### src/rtl/luma_share_arb.sv
// Round-robin arbiter sharing one 2-stage RGB-to-luma pipeline between N_CH
// pixel sources; each result carries the ID of the channel it came from.
module luma_share_arb #(
    parameter int N_CH = 4,
    parameter int ID_W = 2
) (
    input  logic                 clk,
    input  logic                 rst,
    input  logic [N_CH-1:0]      req_valid,
    input  logic [24*N_CH-1:0]   req_data,
    output logic [N_CH-1:0]      req_ready,
    input  logic                 cfg_mode,
    output logic                 out_valid,
    output logic [7:0]           out_data,
    output logic [ID_W-1:0]      out_id,
    input  logic                 out_ready,
    output logic                 busy
);

    logic [ID_W-1:0] r_ptr;
    logic            r_s1Valid;
    logic [9:0]      r_s1Sum;
    logic [7:0]      r_s1Approx;
    logic            r_s1Mode;
    logic [ID_W-1:0] r_s1Id;
    logic            r_outValid;
    logic [7:0]      r_outData;
    logic [ID_W-1:0] r_outId;

    logic            w_en;
    logic            w_found;
    logic [ID_W-1:0] w_grantIdx;
    logic [N_CH-1:0] w_grant;
    logic            w_accept;
    logic [23:0]     w_selData;
    logic [7:0]      w_red;
    logic [7:0]      w_green;
    logic [7:0]      w_blue;
    logic [9:0]      w_sum;
    logic [8:0]      w_rg;
    logic [8:0]      w_mix;
    logic [7:0]      w_approx;
    logic [19:0]     w_prod;
    logic [7:0]      w_exact;

    assign w_en = !r_outValid || out_ready;

    // Search channels above the pointer first, then wrap to those at or below it.
    always_comb begin
        w_found    = 1'b0;
        w_grantIdx = '0;
        w_grant    = '0;
        for (int i = 0; i < N_CH; i++) begin
            if (!w_found && req_valid[i] && (i > int'(r_ptr))) begin
                w_found    = 1'b1;
                w_grantIdx = ID_W'(i);
            end
        end
        for (int i = 0; i < N_CH; i++) begin
            if (!w_found && req_valid[i] && (i <= int'(r_ptr))) begin
                w_found    = 1'b1;
                w_grantIdx = ID_W'(i);
            end
        end
        for (int i = 0; i < N_CH; i++) begin
            w_grant[i] = w_found && w_en && !rst && (ID_W'(i) == w_grantIdx);
        end
    end

    assign w_accept = |w_grant;

    // The data mux is steered by the grant, so the grant never looks at pixel data.
    always_comb begin
        w_selData = '0;
        for (int i = 0; i < N_CH; i++) begin
            if (w_grant[i]) begin
                w_selData = req_data[24*i +: 24];
            end
        end
    end

    assign w_red    = w_selData[7:0];
    assign w_green  = w_selData[15:8];
    assign w_blue   = w_selData[23:16];
    assign w_sum    = 10'(w_red) + 10'(w_green) + 10'(w_blue);
    assign w_rg     = 9'(w_red) + 9'(w_green);
    assign w_mix    = (w_rg >> 1) + 9'(w_blue);
    assign w_approx = 8'(w_mix >> 1);

    // 683/2048 slightly exceeds 1/3; the excess stays below 1/3 over 0..765, so the floor is exact.
    assign w_prod  = 20'(r_s1Sum) * 20'd683;
    assign w_exact = 8'(w_prod >> 11);

    always_ff @(posedge clk) begin
        if (rst) begin
            r_ptr <= ID_W'(N_CH - 1);
        end else if (w_accept) begin
            r_ptr <= w_grantIdx;
        end
    end

    always_ff @(posedge clk) begin
        if (rst) begin
            r_s1Valid  <= 1'b0;
            r_s1Sum    <= '0;
            r_s1Approx <= '0;
            r_s1Mode   <= 1'b0;
            r_s1Id     <= '0;
        end else if (w_en) begin
            r_s1Valid  <= w_accept;
            r_s1Sum    <= w_sum;
            r_s1Approx <= w_approx;
            r_s1Mode   <= cfg_mode;
            r_s1Id     <= w_grantIdx;
        end
    end

    always_ff @(posedge clk) begin
        if (rst) begin
            r_outValid <= 1'b0;
            r_outData  <= '0;
            r_outId    <= '0;
        end else if (w_en) begin
            r_outValid <= r_s1Valid;
            if (r_s1Valid) begin
                r_outData <= r_s1Mode ? r_s1Approx : w_exact;
                r_outId   <= r_s1Id;
            end
        end
    end

    assign req_ready = w_grant;
    assign out_valid = r_outValid;
    assign out_data  = r_outData;
    assign out_id    = r_outId;
    assign busy      = r_s1Valid || r_outValid;

endmodule
### config.mk
export PLATFORM = sky130hd
export DESIGN_NAME = luma_share_arb
export DESIGN_NICKNAME = d
export VERILOG_FILES = /design/src/rtl/luma_share_arb.sv
export SDC_FILE = /design/constraint.sdc
export NUM_CORES = 1
export LEC_CHECK = 0
export CELL_PAD_IN_SITES_DETAIL_PLACEMENT = 1
export CELL_PAD_IN_SITES_GLOBAL_PLACEMENT = 1
export CORE_ASPECT_RATIO = 1.1
export CORE_MARGIN = 1
export CORE_UTILIZATION = 41
export CTS_CLUSTER_DIAMETER = 60
export CTS_CLUSTER_SIZE = 8
export DETAILED_ROUTE_END_ITERATION = 16
export PLACE_DENSITY_LB_ADDON = 0.3
export SLEW_MARGIN = 5
export SYNTH_ARGS = -nofsm -noshare
export SYNTH_HDL_FRONTEND = slang
export SYNTH_SLANG_ARGS = --single-unit
### constraint.sdc
create_clock -name clk -period 9 [get_ports clk]
set_input_delay 1.35 -clock clk [delete_from_list [all_inputs] [get_ports clk]]
set_output_delay 1.35 -clock clk [all_outputs]
set_load 0.01 [all_outputs]
==> flow_metrics.py, run 1 <==
metrics = {
    "logic_synthesis": {
        "yosysTopAreaCellShare_pct": 19.9,
        "synthesis.area_um2": 5030,
        "syn-num-nets": 831,
        "ys_ff_latch": 35,
        "ys.warnings.count": 0,
        "synth_area_leaders": "ha_1 20%, dfxtp_1 14%, fa_1 13%",
        "synthFlopType": "dfxtp_1",
        "yosysSeqAreaShare_pct": 13.9,
        "syn_area_per_cell_um2": 8.17,
        "synth_edf_count": 0,
        "async_flop_share_pct": 0,
        "yosysUniqueCellTypes": 52,
        "yosysMostFrequentCell": "inv_1",
        "synthTopCellsByCount": "93 x inv_1, 80 x ha_1, 78 x nor2_1",
        "synth_cells": 615,
        "yosys.area.top_type": "ha_1",
    },
    "pwr": {
        "swShare_pct": 45.3,
        "p_sw_mw": 0.642,
        "pwr-share-comb_pct": 70.8,
        "ir_drop_mv": 0.110,
        "design_power_total_mw": 1.42,
        "p_clk_share_pct": 13.5,
        "p_leak_nw": 3.18,
        "power_frac_seq_pct": 15.7,
        "intPower_mw": 0.775,
        "power.density_nw_per_um2": 217,
    },
    "setup_path": {
        "crit_fanout": 26,
        "path_buf_inv": 1,
        "crit_family": "simple AND/OR/NAND/NOR gates",
        "required_ns": 9.17,
        "crit_path_cell_trace": "clkdlybuf4s50_1, mux2i_1, o21ai_0, nor2_2, mux4_2, and2_1, ha_1, xnor2_1, ha_1, nand2b_1, a2111oi_2, or3b_1, o22ai_1, o211ai_1, o22ai_1, mux2i_1, nand2_1",
        "cpPeakStageDelay_ns": 0.86,
        "worstSetupEndpointType": "register",
        "critical_path_class": "in2reg",
        "arrival_ns": 6.27,
        "slowest_stage": "nor2_2",
        "worstSetupStartpointType": "input pin",
        "r2r_slack_ns": 3.95,
    },
    "clock_tree": {
        "clock_sink_count": 35,
        "cts_buffers": 5,
        "post_cts_resized": 0,
        "ctsHoldBuffers": 0,
        "clockBufferDepth": 2,
        "post-cts-setup-buffers": 0,
        "insertion_delay_ns": 0.28,
        "cts-root-buf": "clkbuf_16",
        "cts_tree": "yes",
        "h-tree-depth": 2,
        "clkTransAtPathRegs_ns": 0.05,
    },
    "job": {
        "maxCapViolations": 0,
    },
    "sta": {
        "setup_viol": 0,
        "worstMarginPinSlew_ns": 1.04,
        "timing.fmax_mhz": 164,
        "final.min_clock_period_ns": 6.10,
        "drv_slew": 0,
        "fin_crit_sh_pct": 67.8,
        "skew_ns": 0.00745,
        "hold_viol_final": 0,
        "maxSlewHeadroom_pct": 30.3,
        "hold_slack_ns": 0.464,
        "fin_ws_ns": 2.90,
        "rsz0062_at_grt": "false",
        "fin_setup_tns_ns": 0,
    },
    "detailed_routing": {
        "vias_per_cell": 5.34,
        "drt_iter0_markers": 103,
        "antenna_left": 0,
        "drt-total-wl_um": 14200,
        "drc": 0,
        "via_count": 4671,
        "avgRoutedWirePerCell_um": 16.3,
        "first_pass_iters": 4,
    },
    "placement": {
        "post-place-ws_ns": 2.62,
        "portBuffers": 119,
        "routabilityCongestion": 0.860,
        "hpwl_um": 12500,
    },
    "global_routing": {
        "overflow": 0,
        "grt_max_degree": 46,
        "antenna_found_initial": 0,
        "grt_pass1_vias": 5279,
        "track_usage_pct": 23.9,
        "grt_pass1_wl_um": 24100,
    },
    "floorplanning": {
        "num_rows": 42,
        "initial_core_util_pct": 42.0,
        "fp.dieW_um": 108,
        "die_h_um": 118,
        "core_area_um2": 12000,
        "ioPinCount": 120,
        "die_area_um2": 12700,
    },
    "final_layout": {
        "area_growth_pct": 29.7,
        "drive_gt1_share_pct": 3.74,
        "nNetsFinal": 937,
        "antenna_cells": 0,
    },
    "status": {
        "status": "finished, final reports clean",
    },
    "worst_hold_path": {
        "hp-class": "reg2reg",
    },
}
==> worst min-delay path, cell delays in order, from the launching register on <==
cell and delay, ns:
dfxtp_1 0.31, nand2_1 0.05, a21oi_1 0.05
==> worst paths after layout <==
kind,start,endpoint,cells after the start
worst min-delay path,r_s1Approx[2]$_SDFFE_PP0N_,r_s1Approx[2]$_SDFFE_PP0N_,2
worst max-delay path,req_valid[3],r_s1Approx[6]$_SDFFE_PP0N_,17
worst min register to register,r_s1Approx[2]$_SDFFE_PP0N_,r_s1Approx[2]$_SDFFE_PP0N_,2
worst max register to register,r_s1Sum[8]$_SDFFE_PP0N_,out_data[7]$_SDFFE_PP0P_,16
==> layout by cell type, fill, tap and decap left out, types with 3 or more instances in the layout <==
cell type	synthesis	final
xnor2_1	18	18
dfxtp_1	35	35
a21o_1	8	8
clkbuf_16	0	5
and2_1	4	4
a21oi_1	39	39
mux2i_1	47	47
nor3b_1	3	3
or3_1	4	4
nor2_1	78	77
clkdlybuf4s50_1	0	119
or2_2	3	3
o21a_1	11	11
buf_4	0	4
nor3_1	8	8
fa_1	32	32
nand3_1	3	3
o21bai_1	6	6
o21ai_0	23	23
ha_1	80	80
nand2_1	33	33
inv_1	93	93
nor2b_1	5	4
o31ai_1	4	4
xor2_1	3	3
and3_1	4	4
nand2b_1	6	6
a211oi_1	9	9
mux4_2	3	3
==> per-stage QoR <==
| step | instance area (µm²) | utilization, % | cells |
|---|---|---|---|
| finish | 6520 | 54.4 | 875 |
| global route | 6520 | 54.4 | 875 |
| CTS | 6520 | 54.4 | 875 |
| detailed placement | 6360 | 53.1 | 868 |
| global placement | 6360 | 53.1 | 868 |
| floorplan | 5030 | - | 615 |
==> registers in the layout, summed over array words and instances (netlist names) <==
signal and flops:
out_id 2, r_s1Id 2, r_s1Valid 1, out_data 8, r_s1Mode 1, r_ptr 2
r_s1Approx 8, r_s1Sum 10, out_valid 1
==> power groups by stage <==
stage	combinational, mW	clock (mW)	sequential, mW
3_3_place_gp	0.925	0	0.222
5_1_grt	1.15	0.201	0.227
6_report	1.00	0.192	0.222
3_5_place_dp	1.01	0	0.226
2_1_floorplan	0.702	0	0.214
4_1_cts	1.02	0.194	0.223
==> per-layer routing <==
metal / GRT usage [%] / routed length (µm) / vias up
met1: 25.8 / 5570 / 2227
met4: 10.4 / 482 / 0
met3: 3.47 / 580 / 33
met5: 0 / 0 / -
li1: - / - / 2274
met2: 45.4 / 7610 / 137
==> cell type report <==
class / instances / area (µm²)
clock buffer: 5 / 125
inverter: 93 / 349
timing repair buffer: 123 / 1220
sequential: 35 / 701
clock inverter: 2 / 37.5
tap: 154 / 193
multi-input combinational: 463 / 3890
fill: 1436 / 5460
==> cells by family (layout without fill, tap and decap cells) <==
group           after synthesis  after routing  share of synthesized area [%]
simple gates                162            162                           14.8
compound gates              118            118                           15.2
buf+inv                     117            223                           9.01
fa+ha+maj                   112            112                           32.7
mux                          50             50                           10.7
flops                        35             35                           13.9
xor+xnor                     21             21                           3.66
Power figures use the tool's default switching activity.
==> run 2: changes to the inputs <==
Settings changed: CORE_UTILIZATION 41 to 38.
Clock period 9 ns to 6.05 ns, I/O delays scaled along.
==> run 2 against run 1 <==
Net effect:
- the run now ends with DRC left
- first-iteration DRC count fell by 17%
- clock power increased by 52%
- via count is 2.4% lower
- hold slack got worse by 0.0048 ns
- critical path depth is 4 higher
- die area grew 7.8%
- register-to-register slack lost 3.0 ns
- worst setup slack got worse by 2.1 ns
- utilization down 3.0 points
- clock-buffer cell count is the same
- wire length is 4.5% lower
- critical path type unchanged
- critical endpoint is now r_s1Approx[5]$_SDFFE_PP0N_
==> flow_metrics.py, run 2 (same netlist as run 1, synthesis figures left out) <==
metrics = {
    "detailed_routing": {
        "drt_iter0_markers": 85,
        "antenna_left": 0,
        "via_count": 4559,
        "first_pass_iters": 12,
        "drc": 1,
        "vias_per_cell": 5.17,
        "drt-total-wl_um": 13600,
        "avgRoutedWirePerCell_um": 15.4,
    },
    "sta": {
        "hold_viol_final": 0,
        "worstMarginPinSlew_ns": 0.813,
        "skew_ns": 0.00512,
        "setup_viol": 0,
        "timing.fmax_mhz": 190,
        "drv_slew": 0,
        "rsz0062_at_grt": "false",
        "fin_crit_sh_pct": 87.2,
        "fin_setup_tns_ns": 0,
        "maxSlewHeadroom_pct": 45.8,
        "final.min_clock_period_ns": 5.27,
    },
    "clock_tree": {
        "clockBufferDepth": 2,
        "post_cts_resized": 0,
        "cts_buffers": 5,
        "ctsHoldBuffers": 0,
        "clock_sink_count": 35,
        "clkTransAtPathRegs_ns": 0.05,
        "h-tree-depth": 2,
        "cts_tree": "yes",
        "insertion_delay_ns": 0.28,
        "post-cts-setup-buffers": 0,
        "cts-root-buf": "clkbuf_16",
    },
    "setup_path": {
        "r2r_slack_ns": 0.99,
        "required_ns": 6.26,
        "crit_fanout": 30,
        "slowest_stage": "clkdlybuf4s50_1",
        "critical_path_class": "in2reg",
        "crit_start": "req_valid[3]",
        "arrival_ns": 5.48,
        "crit_path_cell_trace": "clkdlybuf4s50_1, nand3b_1, a31oi_4, buf_4, buf_4, mux2i_1, nor2_1, o21ai_0, inv_1, ha_1, inv_1, o21ai_0, a21oi_1, o21bai_1, xor2_1, ha_1, o21a_1, nor2_1, xnor2_1, nand2_1, a21oi_1",
        "worstSetupStartpointType": "input pin",
        "cpPeakStageDelay_ns": 0.55,
        "path_buf_inv": 5,
        "crit_family": "compound AO/OA/AOI/OAI gates",
        "worstSetupEndpointType": "register",
        "regToRegStartpoint": "r_s1Sum[0]$_SDFFE_PP0N_",
    },
    "pwr": {
        "power.density_nw_per_um2": 316,
        "ir_drop_mv": 0.126,
        "p_leak_nw": 3.21,
    },
    "placement": {
        "routabilityCongestion": 0.834,
        "hpwl_um": 12100,
        "portBuffers": 119,
    },
    "global_routing": {
        "antenna_found_initial": 0,
        "grt_pass1_wl_um": 23200,
        "grt_pass1_vias": 5095,
        "overflow": 0,
        "track_usage_pct": 20.9,
        "grt_max_degree": 39,
    },
    "final_layout": {
        "post-route-util_pct": 51.4,
        "nNetsFinal": 940,
        "mostFrequentLayoutCell": "clkdlybuf4s50_1",
        "nFillCells": 1514,
        "drive_gt1_share_pct": 4.28,
        "seq_area_um2": 701,
        "largest_register_ffs": 10,
        "final_cell_mix": "119 x clkdlybuf4s50_1, 93 x inv_1, 80 x ha_1",
        "area_growth_pct": 30.3,
        "multi_input_area_um2": 3890,
        "antenna_cells": 0,
        "top_register": "r_s1Sum",
    },
    "floorplanning": {
        "ioPinCount": 120,
        "fp.dieW_um": 112,
        "core_area_um2": 12800,
        "die_area_um2": 13700,
        "initial_core_util_pct": 39.4,
        "num_rows": 43,
        "die_h_um": 123,
    },
    "worst_hold_path": {
        "worstHoldStart": "r_s1Approx[2]$_SDFFE_PP0N_",
        "hp-class": "reg2reg",
    },
    "status": {
        "violations": "DRC",
        "status": "finished, violations left",
    },
    "job": {
        "maxCapViolations": 0,
    },
}
## run 2: worst paths after layout
kind / endpoint / cells past startpoint
worst min register to register: r_s1Approx[2]$_SDFFE_PP0N_ / 2
worst max-delay path: r_s1Approx[5]$_SDFFE_PP0N_ / 21
worst max register to register: out_data[7]$_SDFFE_PP0P_ / 16
worst min-delay path: r_s1Approx[2]$_SDFFE_PP0N_ / 2
## run 2: area by class of cell
cell class | count | share of cell area, %
Clock buffer | 5 | 1.91
Inverter | 93 | 5.33
Sequential cell | 35 | 10.7
Timing Repair Buffer | 126 | 19.0
Multi-Input combinational cell | 463 | 59.4
Tap cell | 157 | 3.00
Clock inverter | 3 | 0.668
## run 2: through the flow
step / area (µm²) / worst slack [ns] / cells / total power, mW / hold slack, ns
3_5_place_dp: 6380 / 0.457 / 874 / 1.80 / 0.449
6_report: 6550 / 0.775 / 882 / 2.07 / 0.459
4_1_cts: 6550 / 0.734 / 882 / 2.11 / 0.458
3_3_place_gp: 6380 / 0.641 / 874 / 1.72 / 0.447
5_1_grt: 6550 / 0.236 / 882 / 2.30 / 0.490
2_1_floorplan: 5030 / 1.33 / 615 / 1.36 / 0.432
## run 2: worst reg2reg max path, stage by stage (launching register included)
cell and delay (ns):
dfxtp_1 0.43, ha_1 0.33, inv_1 0.10, fa_1 0.50, fa_1 0.55, inv_1 0.06
fa_1 0.46, ha_1 0.32, ha_1 0.31, and3_1 0.19, a31o_2 0.29, a2111oi_4 0.45
nor3_2 0.14, nor3_2 0.24, nor3_1 0.07, or3b_1 0.38, a211oi_2 0.17
## run 2: layer usage
| layer | up-vias | wire length (µm) | track usage (%) |
|---|---|---|---|
| li1 | 2285 | - | - |
| met4 | 0 | 166 | 4.90 |
| met1 | 2149 | 5680 | 23.7 |
| met2 | 112 | 7190 | 41.3 |
| met5 | - | 0 | 0 |
| met3 | 13 | 573 | 2.52 |
## run 2: power by group
part	switching, mW	internal [mW]	total [mW]
Combinational	0.773	0.674	1.45
Clock	0.0981	0.194	0.292
Sequential	0.0536	0.278	0.331
Total	0.924	1.15	2.07
==> run 3: changes to the inputs <==
Settings changed: SLEW_MARGIN 5 to default.
Clock period 6.05 ns to 5.5 ns, I/O delays scaled along.
==> run 3 against run 2 <==
Net effect:
- the flow still finishes with violations (DRC)
- flip-flop and latch count unchanged
- die area unchanged
- utilization increased by 0.23 points
- clock skew increased by 0.0021 ns
- cell count increased by 0.57%
- hold slack got worse by 0.0027 ns
- global-route usage about the same
- worst setup slack got worse by 0.37 ns
- wire length increased by 1.2%
- clock-buffer cell count unchanged
- power increased by 7.5%
- sequential power increased by 7.9%
- largest cell class unchanged
- highest routed layer unchanged
==> flow_metrics.py, run 3 (same netlist as run 1, synthesis figures left out) <==
metrics = {
    "detailed_routing": {
        "via_count": 4598,
        "drc": 1,
        "drt_iter0_markers": 167,
        "vias_per_cell": 5.18,
        "drt-total-wl_um": 13800,
        "antenna_left": 0,
        "first_pass_iters": 10,
        "avgRoutedWirePerCell_um": 15.5,
    },
    "placement": {
        "post-place-ws_ns": 0.126,
        "place_area_um2": 6450,
        "routabilityCongestion": 0.884,
        "hpwl_um": 12300,
        "portBuffers": 119,
        "dp_cells": 881,
    },
    "worst_hold_path": {
        "holdPathStages": 2,
        "hp-class": "reg2reg",
    },
    "clock_tree": {
        "clkTransAtPathRegs_ns": 0.05,
        "h-tree-depth": 2,
        "clockBufferDepth": 2,
        "post_cts_resized": 0,
        "clock_sink_count": 35,
        "cts-root-buf": "clkbuf_16",
        "cts_buffers": 5,
        "cts_tree": "yes",
        "insertion_delay_ns": 0.28,
        "ctsHoldBuffers": 0,
        "post-cts-setup-buffers": 0,
    },
    "floorplanning": {
        "core_area_um2": 12800,
        "initial_core_util_pct": 39.4,
        "die_h_um": 123,
        "num_rows": 43,
        "die_area_um2": 13700,
        "fp.dieW_um": 112,
        "ioPinCount": 120,
    },
    "final_layout": {
        "finalNonFillerCells": 887,
        "mostFrequentLayoutCell": "clkdlybuf4s50_1",
        "largest_register_ffs": 10,
        "final_cell_mix": "119 x clkdlybuf4s50_1, 93 x inv_1, 80 x ha_1",
        "fin_area_um2": 6580,
        "nFillCells": 1500,
        "area_growth_pct": 30.9,
        "top_register": "r_s1Sum",
        "antenna_cells": 0,
        "post-route-util_pct": 51.6,
        "nNetsFinal": 947,
        "drive_gt1_share_pct": 4.93,
    },
    "sta": {
        "final.min_clock_period_ns": 5.09,
        "hold_slack_ns": 0.456,
        "setup_viol": 0,
        "maxSlewHeadroom_pct": 45.9,
        "timing.fmax_mhz": 196,
        "drv_slew": 0,
        "fin_crit_sh_pct": 92.6,
        "fin_setup_tns_ns": 0,
        "worstMarginPinSlew_ns": 0.811,
        "skew_ns": 0.00727,
        "fin_ws_ns": 0.409,
        "hold_viol_final": 0,
        "rsz0062_at_grt": "false",
    },
    "setup_path": {
        "worstSetupEndpointType": "register",
        "r2r_slack_ns": 0.45,
        "ff2ff_path_depth": 16,
        "worstSetupStartpointType": "input pin",
        "required_ns": 5.71,
        "critical_path_class": "in2reg",
        "arrival_ns": 5.30,
        "crit_fanout": 30,
    },
    "pwr": {
        "power.density_nw_per_um2": 338,
        "pwr-share-comb_pct": 72.2,
        "design_power_total_mw": 2.23,
        "p_clk_share_pct": 11.7,
        "ir_drop_mv": 0.129,
        "power_frac_seq_pct": 16.0,
        "intPower_mw": 1.22,
        "swShare_pct": 45.1,
        "p_leak_nw": 3.22,
        "p_sw_mw": 1.00,
    },
    "global_routing": {
        "antenna_found_initial": 0,
        "grt_pass1_wl_um": 22800,
        "track_usage_pct": 20.8,
        "grt_use_met1_pct": 23.5,
        "grt_max_degree": 39,
        "grtUsageMet2_pct": 41.3,
        "busiest_layer": "met2",
        "overflow": 0,
        "met3_usage_pct": 2.52,
        "grt_pass1_vias": 4950,
    },
    "job": {
        "maxCapViolations": 0,
    },
    "status": {
        "violations": "DRC",
        "status": "finished, violations left",
    },
}
==> run 3: cell types whose count changed in the layout (fill, tap and decap cells not counted) <==
cell        before  now
clkinvlp_4       0    1
clkinv_4         1    0
bufinv_16        1    0
buf_4            7   13
clkinv_2         1    0
buf_12           0    1
==> run 3: metal layers <==
layer  share of wire (%)  wire length [µm]
met3                 3.8               530
met2                  53              7240
met5                   0                 0
met1                  42              5810
met4                 1.3               180
==> run 3: layout make-up <==
class	count	area (µm²)	area share [%]
clock inverters	1	7.51	0.114
well taps	157	196	2.98
inverters	93	349	5.30
repair buffers	133	1310	19.9
flip-flops and latches	35	701	10.6
clock buffers	5	125	1.90
multi-input cells	463	3890	59.2
==> run 3: power groups by stage <==
stage / logic, mW / clock network (mW) / registers, mW
after global placement: 1.55 / 0 / 0.359
after floorplan: 1.15 / 0 / 0.350
final: 1.61 / 0.261 / 0.357
after global routing: 1.84 / 0.274 / 0.364
after CTS: 1.64 / 0.265 / 0.357
after detailed placement: 1.63 / 0 / 0.361
==> run 3: final timing paths <==
kind / start / endpoint
max: req_valid[3] / r_s1Approx[5]$_SDFFE_PP0N_
min reg2reg: out_id[0]$_SDFFE_PP0P_ / out_id[0]$_SDFFE_PP0P_
min: out_id[0]$_SDFFE_PP0P_ / out_id[0]$_SDFFE_PP0P_
max reg2reg: r_s1Sum[2]$_SDFFE_PP0N_ / out_data[6]$_SDFFE_PP0P_
==> run 3: critical path: stages <==
cell	delay, ns
clkdlybuf4s50_1	0.54
nand3b_1	0.17
a31oi_4	0.50
buf_4	0.24
buf_12	0.22
mux2i_1	0.21
nor2_1	0.05
o21ai_0	0.32
inv_1	0.08
ha_1	0.32
inv_1	0.06
o21ai_0	0.28
a21oi_1	0.12
o21bai_1	0.21
xor2_1	0.17
ha_1	0.30
o21a_1	0.13
nor2_1	0.15
xnor2_1	0.14
nand2_1	0.07
a21oi_1	0.16
